## src/rtl/fan_pkg.sv

```systemverilog
// Shared types and constants for the fan ramp controller: FSM states, mode codes,
// the default top speed and the one-step speed helper.
package fan_pkg;

  typedef enum logic [1:0] {
    ST_OFF  = 2'd0,
    ST_HOLD = 2'd1,
    ST_RAMP = 2'd2
  } fan_state_t;

  localparam logic [2:0] MODE_OFF = 3'd0;
  localparam logic [2:0] MODE_1   = 3'd1;
  localparam logic [2:0] MODE_2   = 3'd2;
  localparam logic [2:0] MODE_3   = 3'd3;

  localparam int SPEED_MAX_DEFAULT = 3;

  // Move one level toward the target; callers guarantee cur != tgt.
  function automatic logic [2:0] step_toward(input logic [2:0] cur, input logic [2:0] tgt);
    return (tgt > cur) ? cur + 3'd1 : cur - 3'd1;
  endfunction

endpackage

```

## src/rtl/fan_ramp_ctrl_if.sv

```systemverilog
// Mode-request handshake from the wall switch (A) and the remote (B).
// master = requester side, slave = fan controller side.
interface fan_ramp_ctrl_if;
  logic       req_a_valid;
  logic [2:0] req_a_mode;
  logic       req_a_ready;
  logic       req_b_valid;
  logic [2:0] req_b_mode;
  logic       req_b_ready;

  modport master (
    output req_a_valid, req_a_mode, req_b_valid, req_b_mode,
    input  req_a_ready, req_b_ready
  );

  modport slave (
    input  req_a_valid, req_a_mode, req_b_valid, req_b_mode,
    output req_a_ready, req_b_ready
  );
endinterface

```

## src/rtl/fan_rr_arb.sv

```systemverilog
// Two-way round-robin arbiter: a grant is both the ready and the acceptance,
// and the requester not granted last wins a tie (A after reset).
module fan_rr_arb (
  input  logic clk,
  input  logic rst_n,
  input  logic en,
  input  logic valid_a,
  input  logic valid_b,
  output logic grant_a,
  output logic grant_b
);

  logic prefer_b_reg;

  assign grant_a = en && valid_a && (!valid_b || !prefer_b_reg);
  assign grant_b = en && valid_b && (!valid_a ||  prefer_b_reg);

  always_ff @(posedge clk or negedge rst_n) begin
    if (!rst_n) begin
      prefer_b_reg <= 1'b0;
    end else if (grant_a) begin
      prefer_b_reg <= 1'b1;
    end else if (grant_b) begin
      prefer_b_reg <= 1'b0;
    end
  end

endmodule

```

## src/rtl/fan_ramp_ctrl.sv

```systemverilog
// Fan speed controller with two arbitrated mode requesters and power-loss cutoff.
// Define FAN_SOFT_START_EN to ramp one level per DWELL_CYCLES; otherwise speed jumps.
module fan_ramp_ctrl
  import fan_pkg::*;
#(
  parameter int DWELL_CYCLES = 8,
  parameter int SPEED_MAX    = SPEED_MAX_DEFAULT
) (
  input  logic             clk,
  input  logic             rst_n,
  input  logic             elec,
  fan_ramp_ctrl_if.slave   req,
  output logic [2:0]       speed,
  output logic             busy,
  output logic             bad_req
);

  localparam logic [7:0] DWELL_LOAD  = 8'(DWELL_CYCLES - 1);
  localparam logic [2:0] SPEED_MAX_C = 3'(SPEED_MAX);

  fan_state_t state_reg, state_next;
  logic [2:0] speed_reg, speed_next;
  logic [2:0] target_reg, target_next;
  logic [7:0] cnt_reg, cnt_next;
  logic       bad_req_reg, bad_req_next;

  logic       accept_en;
  logic       grant_a, grant_b;
  logic       accept;
  logic [2:0] acc_mode;
  logic       mode_ok;

  // Requests are refused while ramping or while the supply is missing.
  assign accept_en = elec && (state_reg != ST_RAMP);

  fan_rr_arb u_arb (
    .clk     (clk),
    .rst_n   (rst_n),
    .en      (accept_en),
    .valid_a (req.req_a_valid),
    .valid_b (req.req_b_valid),
    .grant_a (grant_a),
    .grant_b (grant_b)
  );

  assign req.req_a_ready = grant_a;
  assign req.req_b_ready = grant_b;

  assign accept   = grant_a || grant_b;
  assign acc_mode = grant_a ? req.req_a_mode : req.req_b_mode;
  assign mode_ok  = (acc_mode <= SPEED_MAX_C);

  always_comb begin
    state_next   = state_reg;
    speed_next   = speed_reg;
    target_next  = target_reg;
    cnt_next     = cnt_reg;
    bad_req_next = 1'b0;

    if (!elec) begin
      state_next  = ST_OFF;
      speed_next  = MODE_OFF;
      target_next = MODE_OFF;
      cnt_next    = 8'd0;
    end else begin
      if (accept) begin
        if (!mode_ok) begin
          bad_req_next = 1'b1;
        end else if (acc_mode != target_reg) begin
          target_next = acc_mode;
          cnt_next    = DWELL_LOAD;
`ifdef FAN_SOFT_START_EN
          state_next  = ST_RAMP;
`else
          speed_next  = acc_mode;
          state_next  = (acc_mode == MODE_OFF) ? ST_OFF : ST_HOLD;
`endif
        end
      end
`ifdef FAN_SOFT_START_EN
      // Accept and ramp are exclusive: accept_en is low in RAMP.
      if (state_reg == ST_RAMP) begin
        if (cnt_reg == 8'd0) begin
          speed_next = step_toward(speed_reg, target_reg);
          cnt_next   = DWELL_LOAD;
          if (speed_next == target_reg) begin
            state_next = (target_reg == MODE_OFF) ? ST_OFF : ST_HOLD;
          end
        end else begin
          cnt_next = cnt_reg - 8'd1;
        end
      end
`endif
    end
  end

  always_ff @(posedge clk or negedge rst_n) begin
    if (!rst_n) begin
      state_reg   <= ST_OFF;
      speed_reg   <= MODE_OFF;
      target_reg  <= MODE_OFF;
      cnt_reg     <= 8'd0;
      bad_req_reg <= 1'b0;
    end else begin
      state_reg   <= state_next;
      speed_reg   <= speed_next;
      target_reg  <= target_next;
      cnt_reg     <= cnt_next;
      bad_req_reg <= bad_req_next;
    end
  end

  assign speed   = speed_reg;
  assign bad_req = bad_req_reg;
`ifdef FAN_SOFT_START_EN
  assign busy    = (state_reg == ST_RAMP);
`else
  assign busy    = 1'b0;
`endif

endmodule

```

## src/flat_wrapper.sv

```systemverilog
// flat-port wrapper written by rule: the top's interface ports become plain ports
module fan_ramp_ctrl_flat import fan_pkg::*;
#(
  parameter int DWELL_CYCLES = 8,
  parameter int SPEED_MAX    = SPEED_MAX_DEFAULT
)
  (clk, rst_n, elec, speed, busy, bad_req, req_req_a_valid, req_req_a_mode, req_req_b_valid, req_req_b_mode, req_req_a_ready, req_req_b_ready);
  fan_ramp_ctrl_if req_i ();
  input  logic clk;
  input  logic rst_n;
  input  logic elec;
  output logic [2:0] speed;
  output logic busy;
  output logic bad_req;
  input wire logic [$bits(req_i.req_a_valid)-1:0] req_req_a_valid;
  input wire logic [$bits(req_i.req_a_mode)-1:0] req_req_a_mode;
  input wire logic [$bits(req_i.req_b_valid)-1:0] req_req_b_valid;
  input wire logic [$bits(req_i.req_b_mode)-1:0] req_req_b_mode;
  output wire logic [$bits(req_i.req_a_ready)-1:0] req_req_a_ready;
  output wire logic [$bits(req_i.req_b_ready)-1:0] req_req_b_ready;
  assign req_i.req_a_valid = req_req_a_valid;
  assign req_i.req_a_mode = req_req_a_mode;
  assign req_i.req_b_valid = req_req_b_valid;
  assign req_i.req_b_mode = req_req_b_mode;
  assign req_req_a_ready = req_i.req_a_ready;
  assign req_req_b_ready = req_i.req_b_ready;
  fan_ramp_ctrl #(.DWELL_CYCLES(DWELL_CYCLES), .SPEED_MAX(SPEED_MAX)) u_core (.clk(clk), .rst_n(rst_n), .elec(elec), .req(req_i), .speed(speed), .busy(busy), .bad_req(bad_req));
endmodule
```

## config.mk

```make
export PLATFORM = sky130hd
export DESIGN_NAME = fan_ramp_ctrl_flat
export DESIGN_NICKNAME = d
export VERILOG_FILES = /design/src/rtl/fan_pkg.sv /design/src/rtl/fan_ramp_ctrl_if.sv /design/src/rtl/fan_rr_arb.sv /design/src/rtl/fan_ramp_ctrl.sv /design/src/flat_wrapper.sv
export SDC_FILE = /design/constraint.sdc
export NUM_CORES = 1
export LEC_CHECK = 0
export ABC_AREA = 1
export ABC_CLOCK_PERIOD_IN_PS = 1460
export CAP_MARGIN = 20
export CORE_AREA = 2 2 39 41
export DETAILED_ROUTE_END_ITERATION = 6
export DIE_AREA = 0 0 41 43
export SYNTH_ARGS = -nofsm -noshare
export SYNTH_HDL_FRONTEND = slang
export SYNTH_SLANG_ARGS = --single-unit
```

## constraint.sdc

```tcl
create_clock -name clk -period 1.46 [get_ports clk]
set_clock_uncertainty 0.2 [all_clocks]
set_input_delay 0.438 -clock clk [delete_from_list [all_inputs] [get_ports clk]]
set_output_delay 0.438 -clock clk [all_outputs]
set_load 0.02 [all_outputs]
```

# Word level (Yosys, flattened, before mapping)
# Index checks and enable logic that the tools add are counted.
dict set report op_classes {
  magnitude_cmp 1
  n_reduce_logical 14
  n_mux 15
  n_eq_ne 5
}
# cell count
set ops {}
lappend ops {{two-way mux 3 bit} 5}
lappend ops {{two-way mux 2 bit} 4}
lappend ops {{two-way mux 1 bit} 6}
lappend ops {{!= test 2 x 1 -> 1 bit (second input constant)} 3}
lappend ops {{logical AND 1 bit} 5}
lappend ops {{less-or-equal comparator 3 x 2 -> 1 bit (second input constant)} 1}
lappend ops {{zero test 1 bit} 3}
lappend ops {{zero test 3 bit} 1}
lappend ops {{logical OR 1 bit} 3}
lappend ops {{!= test 3 bit} 1}
lappend ops {{AND reduction 3 bit} 1}
lappend ops {{!= test 2 bit (second input constant)} 1}
lappend ops {{nonzero test 2 bit} 1}
dict set report totals {
  elab_cells 39
  reg_bits 7
}

# Depth between registers and ports, before layout
# Gate-level depths: netlist of run 1.
dict set report depth {
  word_depth 11
  depth_mapped 8
}

# By module
# A second synthesis of run 1 with hierarchy kept.
dict set report unflattened {
  cells_unflattened 59
  hier_area_um2 359.1
}
# mod n_inst area_per_inst_um2 seq_area_each_um2 cells_per_inst
set by_module_without_submodules {}
lappend by_module_without_submodules {fan_ramp_ctrl 1 295.3 100.1 48}
lappend by_module_without_submodules {fan_rr_arb 1 63.8 25.0 11}

# Worst setup path after synthesis of run 1
# No wires, ideal clock.
dict set report synth_path {
  path_kind {input to output}
  startpoint {input port req_req_b_valid}
  endpoint {output port req_req_b_ready}
  path_stages 2
  arrival_time_ns 0.833
  slack_ns -0.011
  n_path_buf 0
  path_cell_list {nand2_1 > a21oi_1}
}
dict set report synth_via {
  elab_chain_len 2
}
# item line
set synth_rtl {}
lappend synth_rtl {{from (decl)} flat_wrapper.sv:17} ;# input wire logic [$bits(req_i.req_b_valid)-1:0] req_req_b_valid;
lappend synth_rtl {{logical AND 1 bit (2 in a row)} fan_rr_arb.sv:16} ;# assign grant_b = en && valid_b && (!valid_a || prefer_b_reg);
lappend synth_rtl {{to (decl)} flat_wrapper.sv:20} ;# output wire logic [$bits(req_i.req_b_ready)-1:0] req_req_b_ready;
# No other way between the ends.

# Worst setup path after layout of run 1
dict set report layout_path {
  startpoint {register u_core.u_arb.prefer_b_reg}
  endpoint {output port req_req_b_ready}
}
dict set report layout_via {
  elab_chain_len 2
}
# item line
set layout_rtl {}
lappend layout_rtl {{from (decl)} fan_rr_arb.sv:13} ;# logic prefer_b_reg;
lappend layout_rtl {{from (signal assigned)} fan_rr_arb.sv:20} ;# prefer_b_reg <= 1'b0;
lappend layout_rtl {{from (signal assigned)} fan_rr_arb.sv:22} ;# prefer_b_reg <= 1'b1;
lappend layout_rtl {{from (signal assigned)} fan_rr_arb.sv:24} ;# prefer_b_reg <= 1'b0;
lappend layout_rtl {{logical OR 1 bit} fan_rr_arb.sv:16}
lappend layout_rtl {{logical AND 1 bit} fan_rr_arb.sv:16}
# No other way between the ends.

==> key figures, run 1 <==
Synth
  – Most common cell in the netlist: nand2_1
  – Post-Synth XOR/XNOR Area: 0%
  – Synth Area in Compound Gates: approximately an eighth
  – Mapped Area: 319 µm²
  – Post-synthesis mux area share: roughly 3.1%
  – Seq cells post-synth: 5
  – Post-Synth Adder-Cell Area: 0%
  – Post-Synthesis Cells: 37
  – Simple-Gate Fraction of Synth Area: 31.8%
  – Main combinational cell family by area after synthesis: simple AND/OR/NAND/NOR gates
  – Synth top cells by count: 7 x nand2_1, 6 x inv_1, 5 x dfrtp_1, 3 x nand2_4
  – FFs w/ async S/R, synth: 100%
  – Ys flop type: dfrtp_1
  – Cell variety after synth: 17
  – Syn. warnings: 0
  – Synth top area share: 39.2%
  – Synth top area cells: dfrtp_1 39%, nand2_4 11%, nand2_1 8.2%
  – Post-synth top area cell: dfrtp_1
  – Mapped Avg Cell Area: between 8 and 9 µm²
  – Sequential area share after synthesis: 39.2%
  – Mapped Nets: 48
  – EDFF count, synth: 0

Setup path
  – Req. time, crit path: 820 ps
  – Crit Path Max Fanout: 2
  – Slowest CP cell: dfrtp_1
  – Cells along the critical path: inv_2, a21oi_2, buf_4
  – Data arrival, critical path: 940 ps
  – R2R depth: 7
  – Worst R2R Start: u_core.u_arb.prefer_b_reg
  – Crit path capture type: output port
  – CP peak stage delay: 400 ps
  – R2R Setup Slk: 100 ps
  – Reg2Reg Capture Point: u_core.speed[1]
  – CP Class: reg2out
  – CP Launch Type: flip-flop

Pwr
  – Tot Pwr: 439 µW
  – Worst VDD drop: approximately 0.44 mV
  – Leakage power: 0.303 nW
  – Pwr dens: just over 800 nW/µm²

Clocking
  – CTS buffer count: 3
  – Root Buffer: clkbuf_4
  – Worst-path clk slew: about 40 ps
  – Clk buf depth: 2
  – Worst skew pair latency: 240 ps
  – CTS tree: done
  – # clock sinks: 5
  – Cts hold-fix bufs: 0
  – H-Tree Depth: 1

Floorplanning
  – FP Rows: 14
  – Area of the die: between 1500 and 2000 µm²
  – Core Area: 1380 µm²
  – Overall die width: 41 µm
  – I/O pins: 18
  – Starting Density: 23.1%
  – Die H: 43 µm

STA
  – Max Clock Freq: 632 MHz
  – Setup ws final: -122 ps
  – Final setup viols: 2
  – Setup TNS: -242 ps
  – Unrepaired setup endpoints after global routing: yes
  – Fin crit share: 108%
  – Final worst path period need: about 1600 ps
  – Final Hold Viols: 0
  – Max-slew violation count: 0

Cells and area
  – Largest register FFs: 3
  – Fin nets: 73
  – Core Util, Final: roughly two fifths
  – Fin area: 539 µm²
  – Area delta synth->final: 69.0%
  – Layout cell share with drive strength beyond 1: 47.5%
  – Antenna diodes: 0

Drt
  – Routed WL: 692 µm
  – DRT Pass-1 Iters: 2
  – Initial drt markers: 1
  – Post-route DRC violation count: 0
  – DR WL/cell: 8.99 µm
  – Vias after detailed routing: 306
  – ANT nets after route: 0
  – Via density: roughly 4.0

Global route
  – Pin count of the biggest net entering global routing: 6
  – First-pass GRT wire length: roughly 1200 µm
  – Initial antenna violation count: 0
  – Gr usage total: 10.3%
  – GR Overflow Total: 0
  – Number of global-route vias before repair: 297

Run status
  – Outcome: finished, violations left
  – Failing checks: negative setup slack

Min path
  – Hold Crit Class: in2async

Placed design
  – Post-DP HPWL: 563 µm
  – Area post-placement: roughly 530 µm²
  – Port buffer count: 16
  – Placer Congestion: 0.688

Run
  – Max-cap violation count: 0
[per-layer routing]
| layer | track usage (%) | vias up | share of wire, % |
|---|---|---|---|
| li1 | - | 161 | - |
| met1 | 12.1 | 135 | 44 |
| met2 | 14.7 | 10 | 48 |
| met3 | 7.85 | 0 | 7.7 |
| met4 | 2.00 | 0 | 0 |
| met5 | 0 | - | 0 |
[worst max-delay path by stage]
stage	from	to	slack (ps)	cells past startpoint
global route	u_core.u_arb.prefer_b_reg	req_req_b_ready	-180	3
global placement	elec	req_req_a_ready	-960	6
floorplan	req_req_a_valid	req_req_a_ready	90	4
CTS	u_core.u_arb.prefer_b_reg	req_req_b_ready	-140	3
detailed placement	req_req_b_valid	req_req_b_ready	-960	4
finish	u_core.u_arb.prefer_b_reg	req_req_b_ready	-120	3
[area by class of cell]
type	instances	area (µm²)
inverter	8	35.0
timing repair buffer	21	164
multi-input combinational	23	169
tap	16	20.0
fill	148	845
clock buffer	4	26.3
sequential	5	125
[power by group]
group / switching (mW) / leakage, nW / internal, mW
sequential: 0.00676 / 0.0663 / 0.149
combinational: 0.0662 / 0.222 / 0.0607
clock: 0.0534 / 0.0150 / 0.103
total: 0.126 / 0.303 / 0.313
[kinds of logic (layout without fill, tap and decap cells)]
kind of cell           after synthesis  after routing
flip-flops                           5              5
AND/OR/NAND/NOR                     15             15
AO/OA/AOI/OAI                        6              6
buffers and inverters                9             33
other                                1              1
multiplexers                         1              1
[through the flow]
stage	setup slack, ps	instances	hold WS, ps
3_5_place_dp	-958	72	302
3_3_place_gp	-960	72	309
2_1_floorplan	93.6	37	-57.6
4_1_cts	-141	78	218
5_1_grt	-180	77	227
6_report	-122	77	217
[cell usage in the layout (no fill, tap or decap)]
master           count
buf_2                7
nand2_4              3
mux2i_1              1
nand3_4              2
clkdlybuf4s50_1      6
dfrtp_1              5
nor2_1               2
o21ai_0              1
inv_2                2
a21oi_1              1
clkbuf_4             3
nand2_2              2
dlymetal6s2s_1       1
buf_6                1
nand2_1              6
clkbuf_1             1
a21oi_2              1
clkinv_4             1
o21ai_1              1
inv_1                5
conb_1               1
a211oi_2             1
buf_4                6
o211ai_1             1
[repair_timing]
action / 4_1_cts / 5_1_grt
setup endpoints to repair: 10 / 4
pin swaps: 5 / 3
buffers inserted: 3 / 0
resized for setup: 43 / 2
[worst max-delay path: cells and delay by family, from the launching register on]
kind,cells,cell delay [ps]
buf+inv,2,200
flops,1,400
compound gates,1,110
No activity file was read; power rests on OpenSTA's default activity.
==> inputs of run 2 (changes only) <==
--- a/config.mk
+++ b/config.mk
@@ -11,6 +11,7 @@
 export CORE_AREA = 2 2 39 41
 export DETAILED_ROUTE_END_ITERATION = 6
 export DIE_AREA = 0 0 41 43
+export RECOVER_POWER = 50
 export SYNTH_ARGS = -nofsm -noshare
 export SYNTH_HDL_FRONTEND = slang
 export SYNTH_SLANG_ARGS = --single-unit
==> key figures, run 2 (synthesis results as in run 1) <==
Clocking
  – H-Tree Depth: 1
  – Worst-path clk slew: roughly 40 ps
  – # clock sinks: 5
  – CTS tree: done
  – Root Buffer: clkbuf_4
  – CTS buffer count: 3
  – Cts hold-fix bufs: 0
  – Clk buf depth: 2
  – Worst skew pair latency: around 240 ps

Setup path
  – Crit Path Max Fanout: 2
  – Slowest CP cell: dfrtp_1
  – Data arrival, critical path: 940 ps
  – Req. time, crit path: 820 ps
  – CP Class: reg2out
  – CP Launch Type: flip-flop
  – Crit path capture type: output port
  – Cells along the critical path: inv_2, a21oi_2, buf_4
  – Delay-heaviest family, CP: flip-flops
  – CP Buf/Inv Count: 2
  – CP peak stage delay: 400 ps

Run status
  – Outcome: finished, violations left
  – Failing checks: negative setup slack

Drt
  – Via density: around 4.0
  – Vias after detailed routing: 306
  – Routed WL: between 600 and 700 µm
  – ANT nets after route: 0
  – Post-route DRC violation count: 0
  – Initial drt markers: 1
  – DRT Pass-1 Iters: 2
  – DR WL/cell: 8.99 µm

Floorplanning
  – Die H: 43 µm
  – Overall die width: 41 µm
  – I/O pins: 18
  – Starting Density: a little under a quarter
  – Area of the die: 1760 µm²
  – FP Rows: 14
  – Core Area: roughly 1400 µm²

STA
  – Unrepaired setup endpoints after global routing: yes
  – Final Hold Viols: 0
  – Worst Hold Slack: 288 ps
  – Fin crit share: 108%
  – Final setup viols: 2
  – Max Clock Freq: roughly 630 MHz
  – Setup ws final: -122 ps
  – Max-slew violation count: 0
  – Final worst path period need: 1580 ps
  – Setup TNS: -242 ps

Pwr
  – Worst VDD drop: 0.441 mV
  – Leakage power: 0.303 nW
  – Tot Pwr: between 400 and 500 µW
  – Pwr dens: 813 nW/µm²

Cells and area
  – Fillcell total: 148
  – Fin area: 539 µm²
  – Most frequent cells in the layout: 7 x buf_2, 6 x nand2_1, 6 x buf_4
  – Largest register FFs: 3
  – Fin nets: 73
  – Area delta synth->final: 69.0%
  – Core Util, Final: 39.0%
  – Non-filler cells, final: between 70 and 80
  – Antenna diodes: 0
  – Most common cell after layout, fill and taps aside: buf_2
  – Layout cell share with drive strength beyond 1: 47.5%

Global route
  – Pin count of the biggest net entering global routing: 6
  – Initial antenna violation count: 0
  – Number of global-route vias before repair: 297
  – First-pass GRT wire length: 1190 µm
  – Gr usage total: 10.3%
  – GR Overflow Total: 0

Placed design
  – Pre-CTS setup slack: -958 ps
  – Placer Congestion: 0.688
  – Dpl cells: 72
  – Area post-placement: 526 µm²
  – Post-DP HPWL: 563 µm
  – Port buffer count: 16

Min path
  – Hold Crit Class: in2async

Run
  – Max-cap violation count: 0
==> run 2: worst register-to-register path, cell delays in order, from the launching register on <==
cell and delay (ps):
dfrtp_1 410, nand2_4 90, nand2_4 50, buf_4 150
nand2_4 70, nand3_4 80, mux2i_1 150, nor2_1 60
==> run 2: path summary, 6_finish.rpt <==
check                                          start                   endpoint  slack [ps]  depth (start not counted)
min                                            rst_n  u_core.u_arb.prefer_b_reg         290                          1
min in group clk                     u_core.speed[2]            u_core.speed[2]         310                          2
min reg2reg                          u_core.speed[2]            u_core.speed[2]         310                          2
max reg2reg                u_core.u_arb.prefer_b_reg            u_core.speed[1]         100                          7
max in group asynchronous                      rst_n             u_core.bad_req         590                          1
max                        u_core.u_arb.prefer_b_reg            req_req_b_ready        -120                          3
==> run 2: layout make-up <==
type / count / area, µm² / share of cell area (%)
Inverter: 8 / 35.0 / 6.50
Tap cell: 16 / 20.0 / 3.71
Timing Repair Buffer: 21 / 164 / 30.4
Multi-Input combinational cell: 23 / 169 / 31.3
Sequential cell: 5 / 125 / 23.2
Clock buffer: 4 / 26.3 / 4.87
==> run 2: where the power goes <==
part	internal [mW]	total, mW	switching [mW]
sequential	0.149	0.156	0.00676
combinational	0.0602	0.126	0.0662
clock	0.103	0.157	0.0534
total	0.312	0.438	0.126
==> run 2: metal layers <==
layer | wire length (µm) | vias to the layer above | track usage [%] | share of wire (%)
li1 | - | 161 | - | -
met1 | 306 | 135 | 12.1 | 44
met2 | 332 | 10 | 14.7 | 48
met3 | 53 | 0 | 7.85 | 7.7
met4 | 0 | 0 | 2.00 | 0
met5 | 0 | - | 0 | 0
==> run 2: repair_timing <==
action	CTS	global route
resized for setup	43	2
setup endpoints to repair	10	4
pin swaps	5	3
buffers inserted	3	0
==> inputs of run 3 (changes only) <==
--- a/config.mk
+++ b/config.mk
@@ -9,9 +9,11 @@
 export ABC_CLOCK_PERIOD_IN_PS = 1460
 export CAP_MARGIN = 20
 export CORE_AREA = 2 2 39 41
+export CTS_CLUSTER_SIZE = 30
 export DETAILED_ROUTE_END_ITERATION = 6
 export DIE_AREA = 0 0 41 43
 export RECOVER_POWER = 50
+export SETUP_SLACK_MARGIN = 0.1
 export SYNTH_ARGS = -nofsm -noshare
 export SYNTH_HDL_FRONTEND = slang
 export SYNTH_SLANG_ARGS = --single-unit
==> constraint.sdc (replaced) <==
create_clock -name clk -period 1.46 [get_ports clk]
set_clock_uncertainty 0.2 [all_clocks]
set_input_delay 0.146 -clock clk [delete_from_list [all_inputs] [get_ports clk]]
set_output_delay 0.146 -clock clk [all_outputs]
set_load 0.02 [all_outputs]
==> key figures, run 3 (synthesis results as in run 1) <==
Run status
  – Outcome: complete, no violations

Drt
  – DR WL/cell: approximately 9.5 µm
  – Post-route DRC violation count: 0
  – Via density: 4.08
  – DRT Pass-1 Iters: 4
  – Initial drt markers: 1
  – Routed WL: 719 µm
  – ANT nets after route: 0
  – Vias after detailed routing: 310

Cells and area
  – Fin nets: between 70 and 80
  – Area delta synth->final: 73.3%
  – Largest register FFs: 3
  – Layout cell share with drive strength beyond 1: 30.0%
  – Antenna diodes: 0
  – Fillcell total: 146
  – Most frequent cells in the layout: 7 x nand2_1, 7 x dlygate4sd2_1, 6 x inv_1, 6 x clkdlybuf4s50_1, 5 x dfrtp_1

Clocking
  – Worst-path clk slew: 40 ps
  – Root Buffer: clkbuf_4
  – H-Tree Depth: 1
  – Worst skew pair latency: 240 ps
  – CTS buffer count: 3
  – CTS tree: done
  – Clk buf depth: 2
  – Postcts setup bufs: 0
  – # clock sinks: 5

Floorplanning
  – Die H: approximately 43 µm
  – Starting Density: a little under a quarter
  – I/O pins: 18
  – Core Area: around 1400 µm²
  – Area of the die: 1760 µm²
  – FP Rows: 14
  – Overall die width: 41 µm

STA
  – Setup TNS: 0 ps
  – Fin crit share: 92.3%
  – Max Clock Freq: 742 MHz
  – Final setup viols: 0
  – Unrepaired setup endpoints after global routing: yes
  – Final worst path period need: 1350 ps
  – Max-slew violation count: 0
  – Final Hold Viols: 0

Setup path
  – CP Class: reg2reg
  – Crit Path Max Fanout: 5
  – Crit path capture type: flip-flop
  – CP Launch Type: flip-flop
  – Data arrival, critical path: ~1300 ps
  – Req. time, crit path: between 1000 and 1500 ps

Placed design
  – Post-DP HPWL: 574 µm
  – Placer Congestion: a little under 0.7
  – Port buffer count: 16

Pwr
  – Pwr dens: ~790 nW/µm²
  – Tot Pwr: 439 µW
  – Leakage power: slightly above 0.3 nW
  – Worst VDD drop: 0.356 mV

Global route
  – Pin count of the biggest net entering global routing: 6
  – Number of global-route vias before repair: 352
  – First-pass GRT wire length: 1280 µm
  – Gr usage total: 10.9%
  – GR Overflow Total: 0
  – Initial antenna violation count: 0

Min path
  – Hold Crit Class: in2reg

Run
  – Max-cap violation count: 0
[run 3: through the flow]
stage | util [%] | hold slack (ps) | instance area, µm² | cells | worst slack, ps
2_1_floorplan | - | -350 | 319 | 37 | 236
3_3_place_gp | 37.2 | 185 | 514 | 71 | -392
3_5_place_dp | 37.2 | 185 | 514 | 71 | -394
4_1_cts | 39.1 | 259 | 541 | 76 | 24.4
5_1_grt | 40.0 | 292 | 553 | 76 | 33.6
6_report | 40.0 | 253 | 553 | 76 | 112
[run 3: worst paths after layout]
path	to	slack (ps)	startpoint	cells after the start
max	u_core.speed[1]	110	u_core.u_arb.prefer_b_reg	7
min	u_core.speed[2]	250	elec	4
max reg2reg	u_core.speed[1]	110	u_core.u_arb.prefer_b_reg	7
min reg2reg	u_core.speed[2]	310	u_core.speed[2]	2
max in group asynchronous	u_core.speed[1]	330	rst_n	2
min in group asynchronous	u_core.u_arb.prefer_b_reg	540	rst_n	2
[run 3: final cells by class]
| cell class | count | area, µm² | area share, % |
|---|---|---|---|
| tap | 16 | 20.0 | 3.62 |
| clock buffer | 4 | 26.3 | 4.75 |
| timing repair buffer | 20 | 184 | 33.3 |
| sequential | 5 | 125 | 22.6 |
| multi-input combinational | 23 | 166 | 30.1 |
| inverter | 8 | 31.3 | 5.66 |
[run 3: metal layers]
| layer | track usage, % | routed length [µm] |
|---|---|---|
| met5 | 0 | 0 |
| met1 | 11.5 | 277 |
| met2 | 17.2 | 404 |
| met4 | 6.00 | 0 |
| met3 | 4.71 | 36 |
[run 3: critical path: stages (launching register included)]
cell and delay [ps]:
dfrtp_1 400, nand2_4 90, nand2_4 50, buf_6 120, nand2_4 70, nand3_4 80
mux2i_1 150, nor2_1 60
[run 3: report_power, final]
part | switching, mW | internal (mW) | total (mW)
Combinational | 0.0656 | 0.0603 | 0.126
Sequential | 0.00611 | 0.149 | 0.155
Clock | 0.0549 | 0.103 | 0.158
Total | 0.127 | 0.312 | 0.439
[run 3: timing repair]
| item | 4_1_cts | 5_1_grt |
|---|---|---|
| setup endpoints to repair | 9 | 5 |
| endpoints found under the hold margin | 5 | 0 |
| pin swaps | 2 | 2 |
| cloned | 0 | 0 |
| resized for setup | 15 | 5 |
| hold buffers | 1 | 0 |
